### src/rtl/icap_readback_packer.sv
// Reads word_count 32-bit beats from ICAP and packs each 8 beats into one 256-bit FIFO word.
// Define ICAP_READBACK_BITSWAP_EN to bit-reverse every byte of a beat as it is captured.
module icap_readback_packer #(
   parameter int DATA_SIZE      = 256,
   parameter int FLAG_SIZE      = 1,
   parameter int ICAP_DATA_SIZE = 32,
   parameter int COUNT_WIDTH    = 24
) (
   input  logic                      clock,
   input  logic                      reset,
   input  logic                      start,
   input  logic [COUNT_WIDTH-1:0]    word_count,
   input  logic                      abort,
   input  logic [ICAP_DATA_SIZE-1:0] icap_data_in,
   input  logic                      icap_busy,
   output logic [FLAG_SIZE-1:0]      icap_en,
   output logic                      icap_rdwrb,
   input  logic [FLAG_SIZE-1:0]      fifo_full,
   output logic [FLAG_SIZE-1:0]      fifo_wr_en,
   output logic [DATA_SIZE-1:0]      fifo_data,
   output logic                      busy,
   output logic                      done
);
   localparam int SLOTS  = DATA_SIZE / ICAP_DATA_SIZE;
   localparam int SLOT_W = (SLOTS > 1) ? $clog2(SLOTS) : 1;

   typedef enum logic [2:0] {
      IDLE,
      SETUP,
      READ_ICAP,
      WRITE_FIFO,
      FINISH
   } state_t;

   state_t                    state;
   logic [COUNT_WIDTH-1:0]    remaining;
   logic [SLOT_W-1:0]         slot;
   logic [DATA_SIZE-1:0]      pack;
   logic [ICAP_DATA_SIZE-1:0] beat;
   logic                      last_beat;
   logic                      write_now;

   always_comb begin
      beat = icap_data_in;
`ifdef ICAP_READBACK_BITSWAP_EN
      for (int unsigned b = 0; b < ICAP_DATA_SIZE / 8; b++) begin
         for (int unsigned i = 0; i < 8; i++) begin
            beat[b*8 + i] = icap_data_in[b*8 + 7 - i];
         end
      end
`endif
   end

   // A word closes on its eighth slot or on the final requested beat; unfilled slots stay zero.
   assign last_beat = (slot == SLOT_W'(SLOTS - 1)) || (remaining == COUNT_WIDTH'(1));

   // Write strobe is combinational so a stalled FIFO is written in the first cycle it frees up.
   assign write_now  = (state == WRITE_FIFO) && !fifo_full[0] && !abort;
   assign fifo_wr_en = write_now ? '0 : '1;
   assign fifo_data  = pack;

   always_ff @(posedge clock or negedge reset) begin
      if (!reset) begin
         state      <= IDLE;
         remaining  <= '0;
         slot       <= '0;
         pack       <= '0;
         icap_en    <= '1;
         icap_rdwrb <= 1'b0;
         busy       <= 1'b0;
         done       <= 1'b0;
      end else begin
         done <= 1'b0;
         if (abort && (state inside {SETUP, READ_ICAP, WRITE_FIFO})) begin
            state   <= FINISH;
            icap_en <= '1;
            done    <= 1'b1;
         end else begin
            unique case (state)
               IDLE: begin
                  if (start) begin
                     busy       <= 1'b1;
                     icap_rdwrb <= 1'b1;
                     if (word_count != '0) begin
                        remaining <= word_count;
                        slot      <= '0;
                        pack      <= '0;
                        state     <= SETUP;
                     end else begin
                        state <= FINISH;
                        done  <= 1'b1;
                     end
                  end
               end
               SETUP: begin
                  state   <= READ_ICAP;
                  icap_en <= '0;
               end
               READ_ICAP: begin
                  if (!icap_busy) begin
                     pack[32'(slot)*ICAP_DATA_SIZE +: ICAP_DATA_SIZE] <= beat;
                     slot      <= slot + SLOT_W'(1);
                     remaining <= remaining - COUNT_WIDTH'(1);
                     if (last_beat) begin
                        state   <= WRITE_FIFO;
                        icap_en <= '1;
                     end
                  end
               end
               WRITE_FIFO: begin
                  if (write_now) begin
                     if (remaining != '0) begin
                        pack    <= '0;
                        slot    <= '0;
                        state   <= READ_ICAP;
                        icap_en <= '0;
                     end else begin
                        state <= FINISH;
                        done  <= 1'b1;
                     end
                  end
               end
               FINISH: begin
                  state      <= IDLE;
                  busy       <= 1'b0;
                  icap_rdwrb <= 1'b0;
               end
               default: begin
                  state      <= IDLE;
                  busy       <= 1'b0;
                  icap_rdwrb <= 1'b0;
                  icap_en    <= '1;
               end
            endcase
         end
      end
   end
endmodule

### config.mk
export PLATFORM = sky130hd
export DESIGN_NAME = icap_readback_packer
export DESIGN_NICKNAME = d
export VERILOG_FILES = /design/src/rtl/icap_readback_packer.sv
export SDC_FILE = /design/constraint.sdc
export NUM_CORES = 1
export LEC_CHECK = 0
export ABC_AREA = 1
export CAP_MARGIN = 5
export CORE_MARGIN = 5
export CORE_UTILIZATION = 50
export DETAILED_ROUTE_END_ITERATION = 7
export PLACE_DENSITY_LB_ADDON = 0.15
export SLEW_MARGIN = 20
export SYNTH_ARGS = -nofsm -noshare
export SYNTH_HDL_FRONTEND = slang
export SYNTH_SLANG_ARGS = --single-unit
export TNS_END_PERCENT = 5
### constraint.sdc
create_clock -name clock -period 4.66 [get_ports clock]
set_clock_uncertainty 0.15 [all_clocks]
set_input_delay 0.932 -clock clock [delete_from_list [all_inputs] [get_ports clock]]
set_output_delay 0.932 -clock clock [all_outputs]
set_load 0.01 [all_outputs]
# After elaboration in Yosys (flattened, before gate mapping)
# Cells that the tools add are included.
# totals
output_inout_bits	261
reg_bits	289
wordCells	90
input_bits	62
# op_classes
reduce_logical	19
n_addsub	3
n_eq_ne	17
n_bitwise	2
shifts	2
mux	40
# op_table
op	count
$mux W256	5
$pmux W256 S3	1
$bwmux W256	1
$shift A32 B34 Y256 const A	1
$shiftx A32 B34 Y256	1
$mux W24	3
$pmux W24 S2	1
$reduce_bool A24 Y1	2
$mux W3	12
$neg A8 Y34	1
$eq A24 B1 Y1 const B	1
$sub A24 B1 Y24 const B	1
$mux W1	12
$pmux W3 S4	1
$reduce_and A5 Y1	2
$ne A3 B2 Y1 const B	3
$pmux W3 S3	1
$ne A2 B2 Y1 const B	4
$reduce_and A7 Y1	1
$eq A3 B2 Y1 const B	2
$eq A3 B3 Y1 const B	2
$reduce_bool A3 Y1	2
$ne A2 B1 Y1 const B	2
$pmux W1 S2	2
15 further kinds	19

# Logic depth before layout (Yosys ltp)
# Gate-level depths: netlist of run 1.
# depth
word_depth	6
depth_mapped	13
depth_no_buf	12

# Least setup slack after synthesis of run 1
# No wires, ideal clock.
# synth_timing
kind	register to register
start	reg slot[0]
end	reg pack[130] (netlist: fifo_data[130])
synth_period_minus_slack_ps	2518
path_slack_ps	2142
stages_incl_launch_ff	12
setup_time_ps	118
t_arrival_ps	2250
required_time_ps	4392
path_cell_list	dfrtp_1 -> clkinv_1 -> ha_1 -> ha_1 -> clkbuf_1 -> nor2_1 -> nand3_1 -> o21ai_1 -> nand4_1 -> clkbuf_1 -> nand2_1 -> nand2_1
# synth_via
elab_chain_cells	5
elab_cells_between_ends	6
# synth_rtl
element	line	rtl
start, declared	37	logic [SLOT_W-1:0] slot;
start signal, assigned	102	slot <= slot + SLOT_W'(1);
$neg A8 Y34 *	101	pack[32'(slot)*ICAP_DATA_SIZE +: ICAP_DATA_SIZE] <= beat;
$shiftx A32 B34 Y256 / $shift A32 B34 Y256 (equally long branches)	101	
$bwmux W256 *	101	
$mux W256 *	100	if (!icap_busy) begin
$pmux W256 S3 *	79	unique case (state)
end signal, assigned by index	101	
end, declared	38	logic [DATA_SIZE-1:0] pack;
# Every way passes the cells marked *; elsewhere a longest branch is shown, timed or not. The select of a mux whose other input is x is not followed.
# A chain may end at the register's enable or synchronous reset.

# Final worst setup path of run 1
# layout_timing
start	in abort
end	out fifo_wr_en
# layout_via
elab_chain_cells	3
# layout_rtl
element	line	rtl
start, declared	13	input logic abort,
$logic_not A1 Y1	58	assign write_now = (state == WRITE_FIFO) && !fifo_full[0] && !abort;
$logic_and A1 B1 Y1	58	
$mux W1	59	assign fifo_wr_en = write_now ? '0 : '1;
end, declared	19	output logic [FLAG_SIZE-1:0] fifo_wr_en,
# Every way passes these cells.

==> metrics.cfg, run 1 <==
[placement]
gp_congestion = 0.954
place_ws_ns = 1.15
port_buffers = 322
dp.final_hpwl_um = 32400
dp_cells = 2360

[layout]
drive_above_1_share_pct = 4.24
final_cells = 2418
fillCellCount = 2286
fin_nets = 2120
final_util_pct = 67.1
syn_to_final_growth_pct = 32.8

[sta]
rsz0062_at_grt = false
fmax_mhz = 298
finalSetupTns_ns = 0
setup_viol = 0
fin_crit_sh_pct = 71.9
slew_viol_final = 0
worst_slew_pin_slew_ns = 1.13
min_period_ns = 3.35
hold-worst-slack_ns = 0.260
max-slew-margin-rel_pct = 24.8
hold_viol_final = 0
setup_ws_ns = 1.31

[job]
maxCapViolCount = 0

[worst_hold_path]
hp-class = input port to asynchronous set/reset pin

[route]
drt-total-wl_um = 47200
ant_nets = 0
wl_met1_um = 20500
wl_per_cell_um = 19.5
drt_iter0_drc = 1422
met2_length_um = 20700
routed.top_layer = met4
vias = 13200
met3_length_um = 4930
dr.pass1.iters = 5
vias_per_cell = 5.47
drc = 0

[status]
status = finished clean

[yosys]
synthMostInstantiatedCell = nand2_1
syn-num-nets = 1848
synth_edf_count = 0
synth_top_cell_by_area = dfrtp_1
synth_area_um2 = 13500
yosysSeqAreaShare_pct = 53.4
ys_async_sr_fraction_pct = 100
yosysTopAreaCellShare_pct = 53.2
ys_ff_latch = 289
avgSynthCellArea_um2 = 7.61
syn_inst = 1780
synth_cell_types = 28
ys_warn_count = 0
synth_common_cells = 723 x nand2_1, 298 x nand3_1, 288 x dfrtp_1, 167 x nor2_1, 86 x inv_1
yosys-top-cells-area = dfrtp_1 53%, nand2_1 20%, nand3_1 11%, nor2_1 4.6%, inv_1 2.4%
ys.flop_type = dfrtp_1

[setup_path]
worst_setup_path_start_kind = input port
required_ns = 3.58
slowest_stage = clkdlybuf4s50_1
crit_top_cell = clkdlybuf4s50_1
critPathMaxStageDelay_ns = 0.58
crit_type = input port to output port
crit_fanout = 5
path_buf_inv = 2
crit_family = buffers and inverters
path_cells = clkdlybuf4s50_1 > nor2_1 > nand2_1 > clkdlybuf4s50_1
arrival_ns = 2.27
critPathCaptureType = output port

[die]
die_w_um = 175
io_pins = 323
die_area_um2 = 30500
die_h_um = 175
start_util_pct = 50.6
core-area_um2 = 26800
rows = 60

[global_route]
grt_pass1_wl_um = 73700
grt_pass1_vias = 12700
grt_usage_pct = 30.2
antenna_found_initial = 3
overflow = 0
grt_max_degree = 181

[cts]
cts.reportedPaths.clkPinSlew_ns = 0.06
cts_tree = done
root_buffer = clkbuf_16
cts_buffers = 31
clock-sinks = 289
clockBufferDepth = 3
cts_setup_buffers = 0
cts-resized-gates = 0
postCtsHoldBufs = 0
insertion_delay_ns = 0.56
htree_levels = 1

[power_and_ir_drop]
p_leak_nw = 9.20
power_density_nw_per_um2 = 524
ir_drop_v = 0.000848

[logic make-up (layout without fill, tap and decap cells)]
group / count (synthesis) / after routing / synth area share [%]
adder cells (fa/ha/maj): 6 / 6 / 0.554
other: 0 / 3 / 0
AND/OR/NAND/NOR: 1254 / 1254 / 38.5
XOR/XNOR: 3 / 3 / 0.194
buffers and inverters: 197 / 491 / 6.14
AO/OA/AOI/OAI: 31 / 31 / 1.18
flip-flops: 289 / 289 / 53.4
[worst paths after layout]
check,end,from,cells past startpoint,slack (ns)
worst max register to register,fifo_data[167]$_DFFE_PN0P_,slot[0]$_DFFE_PN0P_,10,1.31
worst min-delay path,remaining[19]$_DFFE_PN0P_,reset,1,0.26
worst min register to register,fifo_data[200]$_DFFE_PN0P_,fifo_data[200]$_DFFE_PN0P_,2,0.32
worst max-delay path,fifo_wr_en,abort,4,1.31
max in group asynchronous,icap_en$_DFFE_PN1P_,reset,2,3.00
min in group clock,fifo_data[200]$_DFFE_PN0P_,fifo_data[200]$_DFFE_PN0P_,2,0.32
[placed cells by master, fill, tap and decap left out, types with 2 or more instances in the layout]
master | Yosys | routed
nand2_1 | 723 | 722
clkdlybuf4s50_1 | 0 | 321
nand3_1 | 298 | 298
dfrtp_1 | 288 | 288
nor2_1 | 167 | 166
inv_1 | 86 | 84
nor3_1 | 32 | 32
clkbuf_16 | 0 | 31
o21ai_0 | 24 | 24
nand4_1 | 18 | 18
buf_4 | 21 | 17
nor4_1 | 7 | 7
clkbuf_8 | 0 | 7
ha_1 | 6 | 6
clkbuf_1 | 57 | 6
clkinv_2 | 0 | 5
buf_12 | 0 | 5
clkinv_1 | 3 | 4
inv_2 | 3 | 4
or2_2 | 4 | 4
diode_2 | 0 | 3
a21oi_1 | 3 | 3
bufinv_16 | 0 | 3
nor2_2 | 1 | 2
nor2_4 | 2 | 2
xnor2_1 | 2 | 2
a31oi_1 | 2 | 2
inv_6 | 0 | 2
[layer usage]
metal  GRT usage, %  vias up
li1               -     6189
met1           44.1     6300
met2           45.0      673
met3           8.83       72
met4           7.23        0
met5              0        -
[flip-flops by register name, summed over array words and instances (netlist names)]
name       cells
done           1
state          3
fifo_data    256
busy           1
icap_en        1
slot           3
remaining     24
[cell type report]
| cell class | count | area [µm²] | share of cell area (%) |
|---|---|---|---|
| Sequential cell | 289 | 7230 | 40.2 |
| Multi-Input combinational cell | 1294 | 5490 | 30.5 |
| Timing Repair Buffer | 344 | 3460 | 19.2 |
| Clock buffer | 44 | 895 | 4.97 |
| Tap cell | 341 | 427 | 2.37 |
| Inverter | 92 | 345 | 1.92 |
| Clock inverter | 11 | 140 | 0.779 |
| Antenna cell | 3 | 7.51 | 0.0417 |
[report_power, final]
part           internal (mW)  total (mW)  switching, mW
logic                   1.11        3.77           2.66
registers               2.86        3.13          0.277
clock network           1.49        2.54           1.04
[metrics by stage]
stage | power (mW) | area [µm²]
floorplan | 5.52 | 13500
global placement | 6.83 | 17000
detailed placement | 6.87 | 17000
CTS | 9.41 | 18000
global route | 9.94 | 18000
finish | 9.43 | 18000
Note: power is estimated with default switching activity, not from simulation.
==> run 2: changes to the inputs <==
--- a/config.mk
+++ b/config.mk
@@ -8,7 +8,7 @@
 export ABC_AREA = 1
 export CAP_MARGIN = 5
 export CORE_MARGIN = 5
-export CORE_UTILIZATION = 50
+export CORE_UTILIZATION = 45
 export DETAILED_ROUTE_END_ITERATION = 7
 export PLACE_DENSITY_LB_ADDON = 0.15
 export SLEW_MARGIN = 20
==> constraint.sdc (replaced) <==
create_clock -name clock -period 3 [get_ports clock]
set_clock_uncertainty 0.15 [all_clocks]
set_input_delay 0.6 -clock clock [delete_from_list [all_inputs] [get_ports clock]]
set_output_delay 0.6 -clock clock [all_outputs]
set_load 0.01 [all_outputs]
==> metrics.cfg, run 2 (same netlist as run 1, synthesis figures left out) <==
[route]
dr.pass1.iters = 6
vias_per_cell = 5.36
drc = 0
vias = 13400
ant_nets = 0
wl_per_cell_um = 19.2
drt-total-wl_um = 47900
drt_iter0_drc = 1672

[setup_path]
worst_setup_path_start_kind = flop
r2r_setup_slack_ns = 0.31
critPathCaptureType = output port
arrival_ns = 2.01
path_cells = nand2_1 > nor2_2 > nand2_1 > clkdlybuf4s50_1
crit_family = simple AND/OR/NAND/NOR gates
path_buf_inv = 1
slowest_stage = clkdlybuf4s50_1
crit_type = flop to output port
critPathMaxStageDelay_ns = 0.51
required_ns = 2.25
crit_top_cell = nand2_1
crit_fanout = 5

[die]
die_w_um = 184
rows = 63
start_util_pct = 45.6
die_h_um = 184
die_area_um2 = 33700
core-area_um2 = 29700
io_pins = 323

[sta]
rsz0062_at_grt = false
worst_slew_pin_slew_ns = 0.769
hold_viol_final = 0
fmax_mhz = 362
max-slew-margin-rel_pct = 48.6
slew_viol_final = 0
fin_crit_sh_pct = 92.0
min_period_ns = 2.76
setup_viol = 0
setup_ws_ns = 0.239
finalSetupTns_ns = 0

[power_and_ir_drop]
power_density_nw_per_um2 = 842
ir_drop_v = 0.000650
fin_total_pwr_mw = 15.6
p_leak_nw = 9.42

[layout]
fin_nets = 2144
drive_above_1_share_pct = 5.33
final_cell_mix = 722 x nand2_1, 321 x clkdlybuf4s50_1, 298 x nand3_1
largest_register_ffs = 256
final_common_cell = nand2_1
syn_to_final_growth_pct = 36.6
fillCellCount = 2626

[global_route]
met1_usage_pct = 41.6
grt_pass1_vias = 12900
antenna_found_initial = 2
met3_usage_pct = 6.67
overflow = 0
globalRouteMet2Util_pct = 40.8
grt_pass1_wl_um = 75000
grt_max_degree = 97
gr-max-usage-layer = met1
grt_usage_pct = 28.0

[placement]
gp_congestion = 0.899
port_buffers = 322
dp.final_hpwl_um = 34100
place_ws_ns = 0.194

[job]
maxCapViolCount = 0

[status]
status = finished clean

[cts]
cts_buffers = 34
cts.reportedPaths.clkPinSlew_ns = 0.06
clockBufferDepth = 3
htree_levels = 2
root_buffer = clkbuf_16
clock-sinks = 289
cts_tree = done
insertion_delay_ns = 0.51

[worst_hold_path]
hp-class = flop to flop

## run 2: changes by cell type in the layout (fill, tap and decap cells not counted), sizes merged
cell	delta
bufinv	+4
inv	+2
buf	+20
clkinv	-1
dlygate4sd3	+1
clkinvlp	+1
diode	-1
## run 2: metrics by stage
stage	hold WS, ns	instances	area, µm²	util [%]
after CTS	0.324	2491	18500	62.2
after floorplan	0.154	1780	13500	-
after global placement	0.299	2429	17300	58.2
after detailed placement	0.309	2429	17300	58.2
final	0.320	2493	18500	62.3
after global routing	0.342	2493	18500	62.3
## run 2: where the power goes
| group | switching [mW] | internal, mW | total [mW] |
|---|---|---|---|
| Combinational | 4.16 | 2.10 | 6.25 |
| Sequential | 0.450 | 4.44 | 4.89 |
| Clock | 1.68 | 2.76 | 4.44 |
## run 2: timing repair
item,4_1_cts,5_1_grt
resized for setup,0,1
setup buffers,0,0
endpoints found under the hold margin,55,0
hold buffers,1,0
setup endpoints to repair,0,27
## run 2: layout make-up
| type | instances | area, µm² | share of cell area (%) |
|---|---|---|---|
| sequential | 289 | 7230 | 39.1 |
| tap | 390 | 488 | 2.64 |
| inverter | 92 | 349 | 1.89 |
| clock inverter | 17 | 285 | 1.54 |
| clock buffer | 44 | 908 | 4.91 |
| antenna | 2 | 5.00 | 0.0270 |
| multi-input combinational | 1294 | 5490 | 29.7 |
| timing repair buffer | 365 | 3740 | 20.2 |
## run 2: worst paths after layout
check                                                start                         end  depth (start not counted)
min in group asynchronous                            reset  fifo_data[218]$_DFFE_PN0P_                          2
worst min-delay path            fifo_data[186]$_DFFE_PN0P_  fifo_data[186]$_DFFE_PN0P_                          2
worst min register to register  fifo_data[186]$_DFFE_PN0P_  fifo_data[186]$_DFFE_PN0P_                          2
max in group asynchronous                            reset  fifo_data[128]$_DFFE_PN0P_                          3
worst max-delay path                  state[1]$_DFFE_PN0P_                  fifo_wr_en                          4
worst max register to register    remaining[0]$_DFFE_PN0P_         slot[1]$_DFFE_PN0P_                         10
## run 2: layer usage
metal  share of wire [%]  up-vias
met1                  44     6386
met4                 3.3        0
li1                    -     6228
met2                  43      663
met5                   0        -
met3                 9.5       87
## run 2: tightest hold or removal path: cells and delay by family, from the launching register on
| family | cells | cell delay (ns) |
|---|---|---|
| simple gates | 2 | 0.09 |
| flops | 1 | 0.34 |
==> run 3: changes to the inputs <==
--- a/config.mk
+++ b/config.mk
@@ -6,12 +6,13 @@
 export NUM_CORES = 1
 export LEC_CHECK = 0
 export ABC_AREA = 1
+export ABC_CLOCK_PERIOD_IN_PS = 3000
 export CAP_MARGIN = 5
 export CORE_MARGIN = 5
 export CORE_UTILIZATION = 45
 export DETAILED_ROUTE_END_ITERATION = 7
 export PLACE_DENSITY_LB_ADDON = 0.15
-export SLEW_MARGIN = 20
+export SLEW_MARGIN = 10
 export SYNTH_ARGS = -nofsm -noshare
 export SYNTH_HDL_FRONTEND = slang
 export SYNTH_SLANG_ARGS = --single-unit
==> results of run 3 <==
The final DEF is identical to that of run 2; final timing and power are the same.
